### src/rtl/pc_branch_unit_if.sv
`default_nettype none
// ============================================================================
//  Module   : pc_branch_unit_if
//  Purpose  : Bundles the control, operand and status signals exchanged
//             between the core sequencer and the PC / branch-resolution unit.
//             clk and reset stay outside the bundle as plain ports.
//  Modports : master - core side (drives requests, observes PC/status)
//             slave  - pc_branch_unit side
//  Signals  : stall, pc_adv, fetch_latch, tgt_latch, imm,
//             br_valid/br_ready, br_funct3, rs1, rs2,
//             jmp_valid, jmp_target,
//             pc, old_pc, redirect_done, taken, misalign_trap, fault_addr,
//             br_count, taken_count
//  Revision : 1.0  initial release
// ============================================================================
interface pc_branch_unit_if #(
  parameter int XLEN  = 32,
  parameter int CNT_W = 16
) ();
  logic             stall;
  logic             pc_adv;
  logic             fetch_latch;
  logic             tgt_latch;
  logic [XLEN-1:0]  imm;
  logic             br_valid;
  logic             br_ready;
  logic [2:0]       br_funct3;
  logic [XLEN-1:0]  rs1;
  logic [XLEN-1:0]  rs2;
  logic             jmp_valid;
  logic [XLEN-1:0]  jmp_target;
  logic [XLEN-1:0]  pc;
  logic [XLEN-1:0]  old_pc;
  logic             redirect_done;
  logic             taken;
  logic             misalign_trap;
  logic [XLEN-1:0]  fault_addr;
  logic [CNT_W-1:0] br_count;
  logic [CNT_W-1:0] taken_count;

  modport master (
    output stall, pc_adv, fetch_latch, tgt_latch, imm,
    output br_valid, br_funct3, rs1, rs2, jmp_valid, jmp_target,
    input  br_ready, pc, old_pc, redirect_done, taken, misalign_trap,
    input  fault_addr, br_count, taken_count
  );

  modport slave (
    input  stall, pc_adv, fetch_latch, tgt_latch, imm,
    input  br_valid, br_funct3, rs1, rs2, jmp_valid, jmp_target,
    output br_ready, pc, old_pc, redirect_done, taken, misalign_trap,
    output fault_addr, br_count, taken_count
  );
endinterface
`default_nettype wire

### src/rtl/pc_branch_unit.sv
`default_nettype none
// ============================================================================
//  Module   : pc_branch_unit
//  Purpose  : PC / branch-resolution unit for the multicycle RISC-V core.
//             Owns PC, OldPC and BranchTarget, resolves the B-type
//             conditions with a private comparator, clears JALR bit 0,
//             redirects misaligned targets to TRAP_VECTOR and keeps
//             saturating branch statistics.
//  Ports    : clk   - core clock
//             reset - synchronous, active-high reset
//             bus   - pc_branch_unit_if.slave (requests, operands, status)
//  Revision : 1.0  initial release
// ============================================================================
module pc_branch_unit #(
  parameter int              XLEN         = 32,
  parameter logic [XLEN-1:0] RESET_VECTOR = 'h1000,
  parameter logic [XLEN-1:0] TRAP_VECTOR  = 'h0100,
  parameter int              IALIGN       = 32,
  parameter int              CNT_W        = 16
) (
  input wire              clk,
  input wire              reset,
  pc_branch_unit_if.slave bus
);

  typedef enum logic [0:0] {
    S_IDLE = 1'b0,
    S_EVAL = 1'b1
  } state_t;

  localparam logic [XLEN-1:0]  c_pc_step = XLEN'(4);
  localparam logic [CNT_W-1:0] c_cnt_one = CNT_W'(1);

  state_t           state_q,         state_d;
  logic [XLEN-1:0]  pc_q,            pc_d;
  logic [XLEN-1:0]  old_pc_q,        old_pc_d;
  logic [XLEN-1:0]  tgt_q,           tgt_d;
  logic [XLEN-1:0]  fault_addr_q,    fault_addr_d;
  logic [2:0]       funct3_q,        funct3_d;
  logic [XLEN-1:0]  rs1_q,           rs1_d;
  logic [XLEN-1:0]  rs2_q,           rs2_d;
  logic [CNT_W-1:0] br_count_q,      br_count_d;
  logic [CNT_W-1:0] taken_count_q,   taken_count_d;
  logic             redirect_done_q, redirect_done_d;
  logic             taken_q,         taken_d;
  logic             misalign_trap_q, misalign_trap_d;

  logic [XLEN-1:0]  w_align_mask;
  logic [XLEN-1:0]  w_jmp_target;
  logic             w_jmp_misaligned;
  logic             w_tgt_misaligned;
  logic             w_cond_taken;

  // Low address bits that must be zero for a legal instruction address.
  generate
    if (IALIGN == 16) begin : g_ialign16
      assign w_align_mask = {{(XLEN-1){1'b0}}, 1'b1};
    end else begin : g_ialign32
      assign w_align_mask = {{(XLEN-2){1'b0}}, 2'b11};
    end
  endgenerate

  // JALR semantics: bit 0 is cleared before the alignment check, so with
  // 16-bit alignment a jump can never trap.
  assign w_jmp_target     = {bus.jmp_target[XLEN-1:1], 1'b0};
  assign w_jmp_misaligned = |(w_jmp_target & w_align_mask);
  assign w_tgt_misaligned = |(tgt_q & w_align_mask);

  // Comparator works on the operands captured at acceptance so the
  // register file may move on while the branch is evaluated.
  always_comb begin
    w_cond_taken = 1'b0;
    case (funct3_q)
      3'b000:  w_cond_taken = (rs1_q == rs2_q);
      3'b001:  w_cond_taken = (rs1_q != rs2_q);
      3'b100:  w_cond_taken = ($signed(rs1_q) <  $signed(rs2_q));
      3'b101:  w_cond_taken = ($signed(rs1_q) >= $signed(rs2_q));
      3'b110:  w_cond_taken = (rs1_q <  rs2_q);
      3'b111:  w_cond_taken = (rs1_q >= rs2_q);
      default: w_cond_taken = 1'b0;
    endcase
  end

  always_comb begin
    state_d         = state_q;
    pc_d            = pc_q;
    old_pc_d        = old_pc_q;
    tgt_d           = tgt_q;
    fault_addr_d    = fault_addr_q;
    funct3_d        = funct3_q;
    rs1_d           = rs1_q;
    rs2_d           = rs2_q;
    br_count_d      = br_count_q;
    taken_count_d   = taken_count_q;
    // Pulses hold while stalled so the consumer cannot miss them.
    redirect_done_d = redirect_done_q;
    taken_d         = taken_q;
    misalign_trap_d = misalign_trap_q;

    if (!bus.stall) begin
      redirect_done_d = 1'b0;
      taken_d         = 1'b0;
      misalign_trap_d = 1'b0;

      // tgt uses old_pc_q, i.e. the value before a same-cycle fetch_latch.
      if (bus.fetch_latch) old_pc_d = pc_q;
      if (bus.tgt_latch)   tgt_d    = old_pc_q + bus.imm;

      case (state_q)
        S_IDLE: begin
          if (bus.jmp_valid) begin
            redirect_done_d = 1'b1;
            taken_d         = 1'b1;
            if (w_jmp_misaligned) begin
              pc_d            = TRAP_VECTOR;
              fault_addr_d    = w_jmp_target;
              misalign_trap_d = 1'b1;
            end else begin
              pc_d = w_jmp_target;
            end
          end else if (bus.br_valid) begin
            funct3_d = bus.br_funct3;
            rs1_d    = bus.rs1;
            rs2_d    = bus.rs2;
            state_d  = S_EVAL;
          end else if (bus.pc_adv) begin
            pc_d = pc_q + c_pc_step;
          end
        end

        S_EVAL: begin
          state_d         = S_IDLE;
          redirect_done_d = 1'b1;
          taken_d         = w_cond_taken;
          if (br_count_q != {CNT_W{1'b1}}) br_count_d = br_count_q + c_cnt_one;
          if (w_cond_taken) begin
            if (taken_count_q != {CNT_W{1'b1}}) begin
              taken_count_d = taken_count_q + c_cnt_one;
            end
            if (w_tgt_misaligned) begin
              pc_d            = TRAP_VECTOR;
              fault_addr_d    = tgt_q;
              misalign_trap_d = 1'b1;
            end else begin
              pc_d = tgt_q;
            end
          end else begin
            pc_d = old_pc_q + c_pc_step;
          end
        end

        default: state_d = S_IDLE;
      endcase
    end
  end

  always_ff @(posedge clk) begin
    if (reset) begin
      state_q         <= S_IDLE;
      pc_q            <= RESET_VECTOR;
      old_pc_q        <= RESET_VECTOR;
      tgt_q           <= '0;
      fault_addr_q    <= '0;
      funct3_q        <= '0;
      rs1_q           <= '0;
      rs2_q           <= '0;
      br_count_q      <= '0;
      taken_count_q   <= '0;
      redirect_done_q <= 1'b0;
      taken_q         <= 1'b0;
      misalign_trap_q <= 1'b0;
    end else begin
      state_q         <= state_d;
      pc_q            <= pc_d;
      old_pc_q        <= old_pc_d;
      tgt_q           <= tgt_d;
      fault_addr_q    <= fault_addr_d;
      funct3_q        <= funct3_d;
      rs1_q           <= rs1_d;
      rs2_q           <= rs2_d;
      br_count_q      <= br_count_d;
      taken_count_q   <= taken_count_d;
      redirect_done_q <= redirect_done_d;
      taken_q         <= taken_d;
      misalign_trap_q <= misalign_trap_d;
    end
  end

  assign bus.br_ready      = (state_q == S_IDLE) & ~bus.jmp_valid & ~bus.stall;
  assign bus.pc            = pc_q;
  assign bus.old_pc        = old_pc_q;
  assign bus.redirect_done = redirect_done_q;
  assign bus.taken         = taken_q;
  assign bus.misalign_trap = misalign_trap_q;
  assign bus.fault_addr    = fault_addr_q;
  assign bus.br_count      = br_count_q;
  assign bus.taken_count   = taken_count_q;

endmodule
`default_nettype wire

### src/flat_wrapper.sv
// flat-port wrapper written by rule: the top's interface ports become plain ports
module pc_branch_unit_flat 
#(
  parameter int              XLEN         = 32,
  parameter logic [XLEN-1:0] RESET_VECTOR = 'h1000,
  parameter logic [XLEN-1:0] TRAP_VECTOR  = 'h0100,
  parameter int              IALIGN       = 32,
  parameter int              CNT_W        = 16
)
  (clk, reset, bus_stall, bus_pc_adv, bus_fetch_latch, bus_tgt_latch, bus_imm, bus_br_valid, bus_br_funct3, bus_rs1, bus_rs2, bus_jmp_valid, bus_jmp_target, bus_br_ready, bus_pc, bus_old_pc, bus_redirect_done, bus_taken, bus_misalign_trap, bus_fault_addr, bus_br_count, bus_taken_count);
  pc_branch_unit_if #(.XLEN(XLEN), .CNT_W(CNT_W)) bus_i ();
  input wire clk;
  input wire reset;
  input wire logic [$bits(bus_i.stall)-1:0] bus_stall;
  input wire logic [$bits(bus_i.pc_adv)-1:0] bus_pc_adv;
  input wire logic [$bits(bus_i.fetch_latch)-1:0] bus_fetch_latch;
  input wire logic [$bits(bus_i.tgt_latch)-1:0] bus_tgt_latch;
  input wire logic [$bits(bus_i.imm)-1:0] bus_imm;
  input wire logic [$bits(bus_i.br_valid)-1:0] bus_br_valid;
  input wire logic [$bits(bus_i.br_funct3)-1:0] bus_br_funct3;
  input wire logic [$bits(bus_i.rs1)-1:0] bus_rs1;
  input wire logic [$bits(bus_i.rs2)-1:0] bus_rs2;
  input wire logic [$bits(bus_i.jmp_valid)-1:0] bus_jmp_valid;
  input wire logic [$bits(bus_i.jmp_target)-1:0] bus_jmp_target;
  output wire logic [$bits(bus_i.br_ready)-1:0] bus_br_ready;
  output wire logic [$bits(bus_i.pc)-1:0] bus_pc;
  output wire logic [$bits(bus_i.old_pc)-1:0] bus_old_pc;
  output wire logic [$bits(bus_i.redirect_done)-1:0] bus_redirect_done;
  output wire logic [$bits(bus_i.taken)-1:0] bus_taken;
  output wire logic [$bits(bus_i.misalign_trap)-1:0] bus_misalign_trap;
  output wire logic [$bits(bus_i.fault_addr)-1:0] bus_fault_addr;
  output wire logic [$bits(bus_i.br_count)-1:0] bus_br_count;
  output wire logic [$bits(bus_i.taken_count)-1:0] bus_taken_count;
  assign bus_i.stall = bus_stall;
  assign bus_i.pc_adv = bus_pc_adv;
  assign bus_i.fetch_latch = bus_fetch_latch;
  assign bus_i.tgt_latch = bus_tgt_latch;
  assign bus_i.imm = bus_imm;
  assign bus_i.br_valid = bus_br_valid;
  assign bus_i.br_funct3 = bus_br_funct3;
  assign bus_i.rs1 = bus_rs1;
  assign bus_i.rs2 = bus_rs2;
  assign bus_i.jmp_valid = bus_jmp_valid;
  assign bus_i.jmp_target = bus_jmp_target;
  assign bus_br_ready = bus_i.br_ready;
  assign bus_pc = bus_i.pc;
  assign bus_old_pc = bus_i.old_pc;
  assign bus_redirect_done = bus_i.redirect_done;
  assign bus_taken = bus_i.taken;
  assign bus_misalign_trap = bus_i.misalign_trap;
  assign bus_fault_addr = bus_i.fault_addr;
  assign bus_br_count = bus_i.br_count;
  assign bus_taken_count = bus_i.taken_count;
  pc_branch_unit #(.XLEN(XLEN), .RESET_VECTOR(RESET_VECTOR), .TRAP_VECTOR(TRAP_VECTOR), .IALIGN(IALIGN), .CNT_W(CNT_W)) u_core (.clk(clk), .reset(reset), .bus(bus_i));
endmodule
### config.mk
export PLATFORM = sky130hd
export DESIGN_NAME = pc_branch_unit_flat
export DESIGN_NICKNAME = d
export VERILOG_FILES = /design/src/rtl/pc_branch_unit_if.sv /design/src/rtl/pc_branch_unit.sv /design/src/flat_wrapper.sv
export SDC_FILE = /design/constraint.sdc
export NUM_CORES = 1
export LEC_CHECK = 0
export ABC_AREA = 0
export CORE_MARGIN = 10
export CORE_UTILIZATION = 52
export DETAILED_ROUTE_END_ITERATION = 10
export PLACE_DENSITY_LB_ADDON = 0.05
export SLEW_MARGIN = 20
export SYNTH_ARGS = -nofsm -noshare
export SYNTH_HDL_FRONTEND = slang
export SYNTH_SLANG_ARGS = --single-unit
### constraint.sdc
create_clock -name clk -period 3.3 [get_ports clk]
set_input_delay 0.495 -clock clk [delete_from_list [all_inputs] [get_ports clk]]
set_output_delay 0.495 -clock clk [all_outputs]
set_load 0.02 [all_outputs]
==> results.toml, run 1 <==
[status]
status = "finished clean"

[place]
gp_congestion = 0.959
dp_hpwl_um = 32000
io_buffers = 269

[worst_hold_path]
hold_class = "primary input to flop"
hold_depth = 3

[power]
power_density_nw_per_um2 = 434
clkPwrFrac_pct = 41.8
netSwitchingFraction_pct = 27.9
ir_drop_mv = 0.381
finalPower_w = 0.00760
internal_power_w = 0.00548
p_leak_nw = 6.58
power_frac_comb_pct = 18.4
p_seq_share_pct = 39.8
p_sw_w = 0.00212

[finish]
fin_nets = 2207
fillers = 2127
final_common_cell = "nand2_1"
fin_util_pct = 69.9
drive_above_1_share_pct = 8.11
multi_input_area_um2 = 7880
seqCellArea_um2 = 4630
area_growth_pct = 32.8
mostFrequentLayoutCells = "nand2_1, clkdlybuf4s50_1, dfxtp_1, a21oi_1, nor2_1"

[cts]
root_buffer = "clkbuf_16"
ctsResizeCount = 0
cts.sinks = 231
clock_path_buffers = 3
cts.clk_slew.worst_paths_ns = 0.06
cts_made_buffers = 27
clk_latency_ns = 0.55
cts_hold_buf = 0
cts_tree = "done"
postCtsSetupBuffers = 0
htreeDepth = 1

[sta]
hold_viol = 0
rsz0062_at_grt = "no"
slew_violations = 0
tightest_slew_ns = 1.36
fin_crit_sh_pct = 94.7
hold_slack_ns = 0.426
tns_ns = 0
finalCriticalPeriod_ns = 3.12
fin_skew_ns = 0.0213
fmax_ghz = 0.320
max_slew_margin_pct = 9.49
setup_viol = 0

[worst_setup_path]
cp_data_required_time_ns = 3.78
arrival_ns = 3.61
cp_cell_sequence = "inv_1, ha_2, nand4_1, nor3_4, nand3_2, a311oi_1, o22ai_1, mux2_4, buf_12, mux2_2, a211oi_1, a31o_2"
crit_family = "compound AO/OA/AOI/OAI gates"
crit_slowest_cell = "ha_2"
reg2reg_depth = 12
critPathKind = "flop to flop"
crit_path_start_kind = "flop"
cpPeakStageDelay_ns = 0.38
critPathMaxFanout = 28
path_buf_inv = 2
cp-end-kind = "flop"
cp_num_cells = 12

[drt]
wire_per_inst_um = 19.0
antenna_left = 0
drtIter0Drc = 1345
drc = 0
routed_wl_um = 44700
vias_per_cell = 5.77
drt-pass1-iter-count = 5
vias = 13600

[grt]
met3_usage_pct = 5.22
overflow = 0
grt_start_max_net_pins = 208
grt_antenna_before_repair = 3
grt_most_used_layer = "met2"
use_met2_pct = 42.4
track_usage_pct = 26.8
grt_pass1_wl_um = 69900
grt_pass1_vias = 13000
met1_usage_pct = 36.1

[synth]
postSynthCellCount = 1729
synth_top_flop_cell = "dfxtp_1"
synth.avg_cell_area_um2 = 7.62
yosys_warnings = 0
synth_async_sr_flop_share_pct = 0
yosysSeqAreaShare_pct = 35.1
syn_area_um2 = 13200
synth_nets = 1936
ys_seq_elements = 231
synth_edf_count = 0
post_synth_num_cell_types = 71

[floorplan]
die_h_um = 179
num_rows = 58
core-area_um2 = 25000
fp.dieArea_um2 = 32100
dieWidth_um = 179
start_util_pct = 52.6
top_level_ports = 271

[flow_run]
maxCapViolations = 0
-- path summary, 6_finish.rpt --
kind / startpoint / slack, ns / endpoint
worst max-delay path: u_core.rs2_q[31] / 0.18 / u_core.bus.pc[2]
worst min-delay path: reset / 0.43 / u_core.bus.old_pc[24]
worst max register to register: u_core.rs2_q[31] / 0.18 / u_core.bus.pc[2]
worst min register to register: u_core.bus.misalign_trap / 0.45 / u_core.bus.misalign_trap
-- per-stage QoR --
stage | std cells | instance area (um^2) | setup WS (ns)
floorplan | 1729 | 13200 | 0.452
global placement | 2301 | 16500 | -0.126
detailed placement | 2301 | 16500 | -0.160
CTS | 2351 | 17500 | 0.164
global route | 2353 | 17500 | 0.0113
finish | 2354 | 17500 | 0.176
-- routing by layer --
metal | vias to the layer above | wire (um)
met3 | 86 | 3910
li1 | 6570 | -
met5 | - | 0
met4 | 0 | 1290
met1 | 6369 | 19600
met2 | 562 | 19900
-- cell usage after synthesis (all sizes together), types with 33 or more instances --
cell | instances | area share (%)
nand3 | 51 | 2.0
nor2 | 126 | 3.6
xor2 | 54 | 3.6
a211oi | 41 | 2.3
nand4 | 33 | 1.6
a31oi | 43 | 2.0
inv | 57 | 1.6
nand2 | 344 | 9.8
xnor2 | 49 | 3.3
a21oi | 209 | 7.9
dfxtp | 231 | 35
ha | 67 | 6.4
mux2i | 37 | 2.8
clkbuf | 91 | 2.6
o21ai | 102 | 3.9
-- state kept, by name (all words and copies together), names as in the netlist --
register / flops
u_core.state_q: 1
u_core.tgt_q: 32
u_core.rs1_q: 32
u_core.bus.br_count: 16
u_core.bus.old_pc: 32
u_core.bus.pc: 32
u_core.rs2_q: 32
u_core.bus.taken_count: 16
u_core.bus.taken: 1
u_core.bus.redirect_done: 1
u_core.bus.misalign_trap: 1
u_core.bus.fault_addr: 32
u_core.funct3_q: 3
-- logic make-up after synthesis --
kind of cell,synth area share [%]
compound gates,21.2
xor+xnor,6.85
fa+ha+maj,6.51
buf+inv,5.34
flops,35.1
mux,3.01
simple gates,22.0
-- tightest hold or removal path, stage by stage --
cell     delay (ns)
buf_6          0.10
buf_12         0.19
a21oi_1        0.15
-- power groups by stage --
stage	Combinational (W)	Sequential, W	Clock (W)
floorplan	0.000723	0.00313	0
global placement	0.00135	0.00308	0
CTS	0.00138	0.00302	0.00321
detailed placement	0.00137	0.00308	0
finish	0.00140	0.00302	0.00318
global route	0.00152	0.00304	0.00332
-- layout make-up --
cell class / instances / share of cell area (%)
multi-input cells: 1330 / 45.0
clock buffers: 38 / 4.44
diodes: 3 / 0.0429
repair buffers: 351 / 19.5
well taps: 330 / 2.36
inverters: 59 / 1.27
clock inverters: 12 / 0.958
flip-flops and latches: 231 / 26.5
Power figures use the tool's default switching activity.
==> run 2: changes to the inputs <==
CORE_MARGIN = 1.5   (was 10)
SETUP_SLACK_MARGIN = 0.4   (was unset)
==> results.toml, run 2 (same netlist as run 1, synthesis figures left out) <==
[cts]
cts_tree = "done"
htreeDepth = 1
clk_latency_ns = 0.55
cts_made_buffers = 27
cts.clk_slew.worst_paths_ns = 0.06
root_buffer = "clkbuf_16"
cts.sinks = 231
clock_path_buffers = 3
cts_hold_buf = 0

[place]
dp_hpwl_um = 29500
place_ws_ns = -0.152
io_buffers = 269
gp_congestion = 0.902

[sta]
fmax_ghz = 0.327
finalCriticalPeriod_ns = 3.06
hold_slack_ns = 0.379
setup_ws_ns = 0.239
hold_viol = 0
fin_crit_sh_pct = 92.7
setup_viol = 0
tns_ns = 0
tightest_slew_ns = 0.662
slew_violations = 0
fin_skew_ns = 0.0116
rsz0062_at_grt = "yes"
max_slew_margin_pct = 55.9

[finish]
drive_above_1_share_pct = 11.3
fin_nets = 2225
area_growth_pct = 36.8
fin_util_pct = 72.0
mostFrequentLayoutCells = "nand2_1, clkdlybuf4s50_1, dfxtp_1, a21oi_1, nor2_1"
final_common_cell = "nand2_1"

[worst_setup_path]
arrival_ns = 3.53
cp_data_required_time_ns = 3.77
critPathMaxFanout = 8
critPathKind = "flop to flop"
r2r_slack_ns = 0.24
reg2reg_from = "u_core.rs2_q[22]"
cp-end-kind = "flop"
worstReg2RegEnd = "u_core.bus.fault_addr[13]"
reg2reg_depth = 14
crit_path_start_kind = "flop"

[floorplan]
start_util_pct = 52.6
core-area_um2 = 25000
die_h_um = 162
dieWidth_um = 162
fp.dieArea_um2 = 26300
num_rows = 58
top_level_ports = 271

[grt]
grt_pass1_vias = 12400
grt_start_max_net_pins = 70
track_usage_pct = 30.9
overflow = 0
grt_antenna_before_repair = 5
grt_pass1_wl_um = 65300

[flow_run]
maxCapViolations = 0

[drt]
drt-pass1-iter-count = 8
vias = 13700
wire_per_inst_um = 18.2
drc = 0
routed_wl_um = 43200
antenna_left = 0
vias_per_cell = 5.80
drtIter0Drc = 1163

[worst_hold_path]
hold_depth = 4
min_from = "bus_jmp_valid"
hold_class = "primary input to flop"
hold_end = "u_core.bus.redirect_done"

[status]
status = "finished clean"

[power]
ir_drop_mv = 0.444
power_density_nw_per_um2 = 424
p_leak_nw = 6.82
==> run 2: metrics by stage <==
stage | cells | power (W) | cell area (um^2)
5_1_grt | 2371 | 0.00792 | 18000
2_1_floorplan | 1729 | 0.00385 | 13200
6_report | 2371 | 0.00764 | 18000
3_5_place_dp | 2299 | 0.00442 | 16500
3_3_place_gp | 2299 | 0.00440 | 16500
4_1_cts | 2358 | 0.00759 | 17700
==> run 2: final cells by class <==
cell class	instances	area, um^2
diodes	4	10.0
clock buffers	39	781
clock inverters	9	138
fillers	1988	7010
inverters	59	221
multi-input cells	1330	8180
flip-flops and latches	231	4650
well taps	330	413
repair buffers	369	3630
==> run 2: routing by layer <==
metal | vias to the layer above | part of all wire (%) | GRT usage, %
met4 | 2 | 4.4 | 13.1
li1 | 6617 | - | -
met1 | 6369 | 43 | 43.0
met2 | 635 | 44 | 48.0
met5 | - | 0.030 | 0
met3 | 119 | 8.5 | 4.44
==> run 2: critical path, stage by stage (launching register included) <==
cell and delay [ns]:
dfxtp_2 0.34, inv_1 0.06, ha_4 0.26, nand4_1 0.17, buf_4 0.20, buf_4 0.13
nor3_2 0.16, o311a_1 0.29, o21ai_1 0.12, mux2_4 0.40, o22ai_4 0.26, buf_6 0.17
buf_16 0.12, a21oi_1 0.10, a211oi_2 0.17
==> run 2: worst max path at each step <==
stage                         start                        end  slack (ns)  depth (start not counted)
4_1_cts            u_core.rs2_q[14]   u_core.bus.fault_addr[7]        0.38                         13
2_1_floorplan  u_core.bus.old_pc[9]           u_core.tgt_q[30]        0.45                         11
5_1_grt            u_core.rs2_q[22]  u_core.bus.fault_addr[24]        0.12                         16
6_report           u_core.rs2_q[22]  u_core.bus.fault_addr[13]        0.24                         14
3_5_place_dp             bus_imm[4]           u_core.tgt_q[31]       -0.15                         12
3_3_place_gp             bus_imm[0]           u_core.tgt_q[30]       -0.11                         13
==> run 2: where the power goes <==
part / internal, W / switching (W)
Clock: 0.00188 / 0.00123
Sequential: 0.00290 / 0.000134
Combinational: 0.000693 / 0.000802
Total: 0.00547 / 0.00217
==> run 2: what timing repair did <==
item | in CTS | in global routing
pin swaps | 31 | 35
cloned | 3 | 2
setup endpoints to repair | 77 | 86
resized for setup | 29 | 50
setup buffers | 8 | 7
==> run 3: changes to the inputs <==
==> constraint.sdc (replaced) <==
create_clock -name clk -period 3.3 [get_ports clk]
set_input_delay 0.495 -clock clk [delete_from_list [all_inputs] [get_ports clk]]
set_output_delay 0.495 -clock clk [all_outputs]
set_load 0.01 [all_outputs]
==> results.toml, run 3 (same netlist as run 1, synthesis figures left out) <==
[finish]
drive_above_1_share_pct = 11.4
mostFrequentLayoutCells = "nand2_1, clkdlybuf4s50_1, dfxtp_1, a21oi_1, nor2_1"
final_cells = 2372
area_growth_pct = 36.8
final_common_cell = "nand2_1"
fin_nets = 2225

[drt]
vias = 13700
vias_per_cell = 5.75
drc = 0
antenna_left = 0
routed_wl_um = 43400
drt-pass1-iter-count = 5
wire_per_inst_um = 18.3
drtIter0Drc = 1258

[sta]
rsz0062_at_grt = "yes"
setup_ws_ns = 0.251
setup_viol = 0
slew_violations = 0
tightest_slew_ns = 0.788
fin_skew_ns = 0.0101
fmax_ghz = 0.328
finalCriticalPeriod_ns = 3.05
fin_crit_sh_pct = 92.4
max_slew_margin_pct = 47.2
hold_viol = 0

[cts]
clk_latency_ns = 0.54
root_buffer = "clkbuf_16"
cts.sinks = 231
clock_path_buffers = 3
cts_tree = "done"
cts_made_buffers = 26
cts.clk_slew.worst_paths_ns = 0.07
htreeDepth = 1
cts_hold_buf = 0

[floorplan]
start_util_pct = 52.6
core-area_um2 = 25000
fp.dieArea_um2 = 26300
dieWidth_um = 162
top_level_ports = 271
die_h_um = 162
num_rows = 58

[power]
finalPower_w = 0.00742
netSwitchingFraction_pct = 28.7
p_sw_w = 0.00213
power_frac_comb_pct = 20.0
internal_power_w = 0.00530
ir_drop_mv = 0.341
clkPwrFrac_pct = 39.1
power_density_nw_per_um2 = 412
p_seq_share_pct = 40.9
p_leak_nw = 6.74

[worst_setup_path]
cp_data_required_time_ns = 3.74
arrival_ns = 3.48
cp-end-kind = "flop"
crit_path_start_kind = "flop"
critPathKind = "flop to flop"
critPathMaxFanout = 16

[grt]
use_met2_pct = 48.9
met1_usage_pct = 43.0
grt_pass1_vias = 12500
grt_pass1_wl_um = 65200
grt_antenna_before_repair = 5
grt_most_used_layer = "met2"
track_usage_pct = 30.9
overflow = 0
met3_usage_pct = 3.91
grt_start_max_net_pins = 104

[worst_hold_path]
hold_class = "primary input to flop"

[place]
gp_congestion = 0.893
dp.cells = 2298
dp_hpwl_um = 29700
io_buffers = 269
place_ws_ns = -0.180

[flow_run]
maxCapViolations = 0

[status]
status = "finished clean"
-- run 3: what timing repair did --
action / in CTS / in global routing
cloned: 3 / 3
pin swaps: 13 / 35
setup buffers: 9 / 7
endpoints found under the setup margin: 80 / 84
gates resized for setup: 31 / 46
-- run 3: metal layers --
metal	vias up	wire length [um]
li1	6623	-
met1	6358	19300
met2	588	19600
met3	81	3260
met4	0	1270
met5	-	0
-- run 3: layout make-up --
cell class	count	area [um^2]
Fill cell	2006	7010
Multi-Input combinational cell	1330	8230
Clock buffer	35	714
Antenna cell	5	12.5
Timing Repair Buffer	370	3670
Tap cell	330	413
Sequential cell	231	4640
Clock inverter	12	124
Inverter	59	221
-- run 3: critical path: stages (launching register included) --
cell,delay (ns)
dfxtp_1,0.34
inv_1,0.05
ha_1,0.31
nand4_1,0.16
nor3_2,0.19
buf_4,0.16
nand3_4,0.09
xnor2_2,0.16
o311a_1,0.28
mux2_4,0.37
o22ai_4,0.27
buf_12,0.18
a21oi_1,0.08
a211oi_1,0.30
-- run 3: power groups by stage --
stage | clock network [W] | logic (W) | registers, W
5_1_grt | 0.00304 | 0.00159 | 0.00305
3_5_place_dp | 0 | 0.00130 | 0.00309
6_report | 0.00290 | 0.00148 | 0.00304
4_1_cts | 0.00291 | 0.00142 | 0.00303
2_1_floorplan | 0 | 0.000723 | 0.00308
3_3_place_gp | 0 | 0.00127 | 0.00308
-- run 3: metrics by stage --
stage	cell area [um^2]	util, %	hold WS, ns	TNS (ns)
final	18000	72.0	0.317	0
after global placement	16500	65.9	0.444	-0.293
after CTS	17700	70.7	0.301	0
after floorplan	13200	-	0.436	0
after global routing	18000	72.0	0.310	0
after detailed placement	16500	65.9	0.448	-0.500
-- run 3: path summary, 6_finish.rpt --
check | startpoint | endpoint | slack, ns | cells after the start
setup / recovery | u_core.rs2_q[8] | u_core.bus.fault_addr[14] | 0.25 | 13
hold reg to reg | u_core.rs2_q[2] | u_core.rs2_q[2] | 0.45 | 2
setup reg to reg | u_core.rs2_q[8] | u_core.bus.fault_addr[14] | 0.25 | 13
hold / removal | bus_jmp_valid | u_core.bus.redirect_done | 0.32 | 3
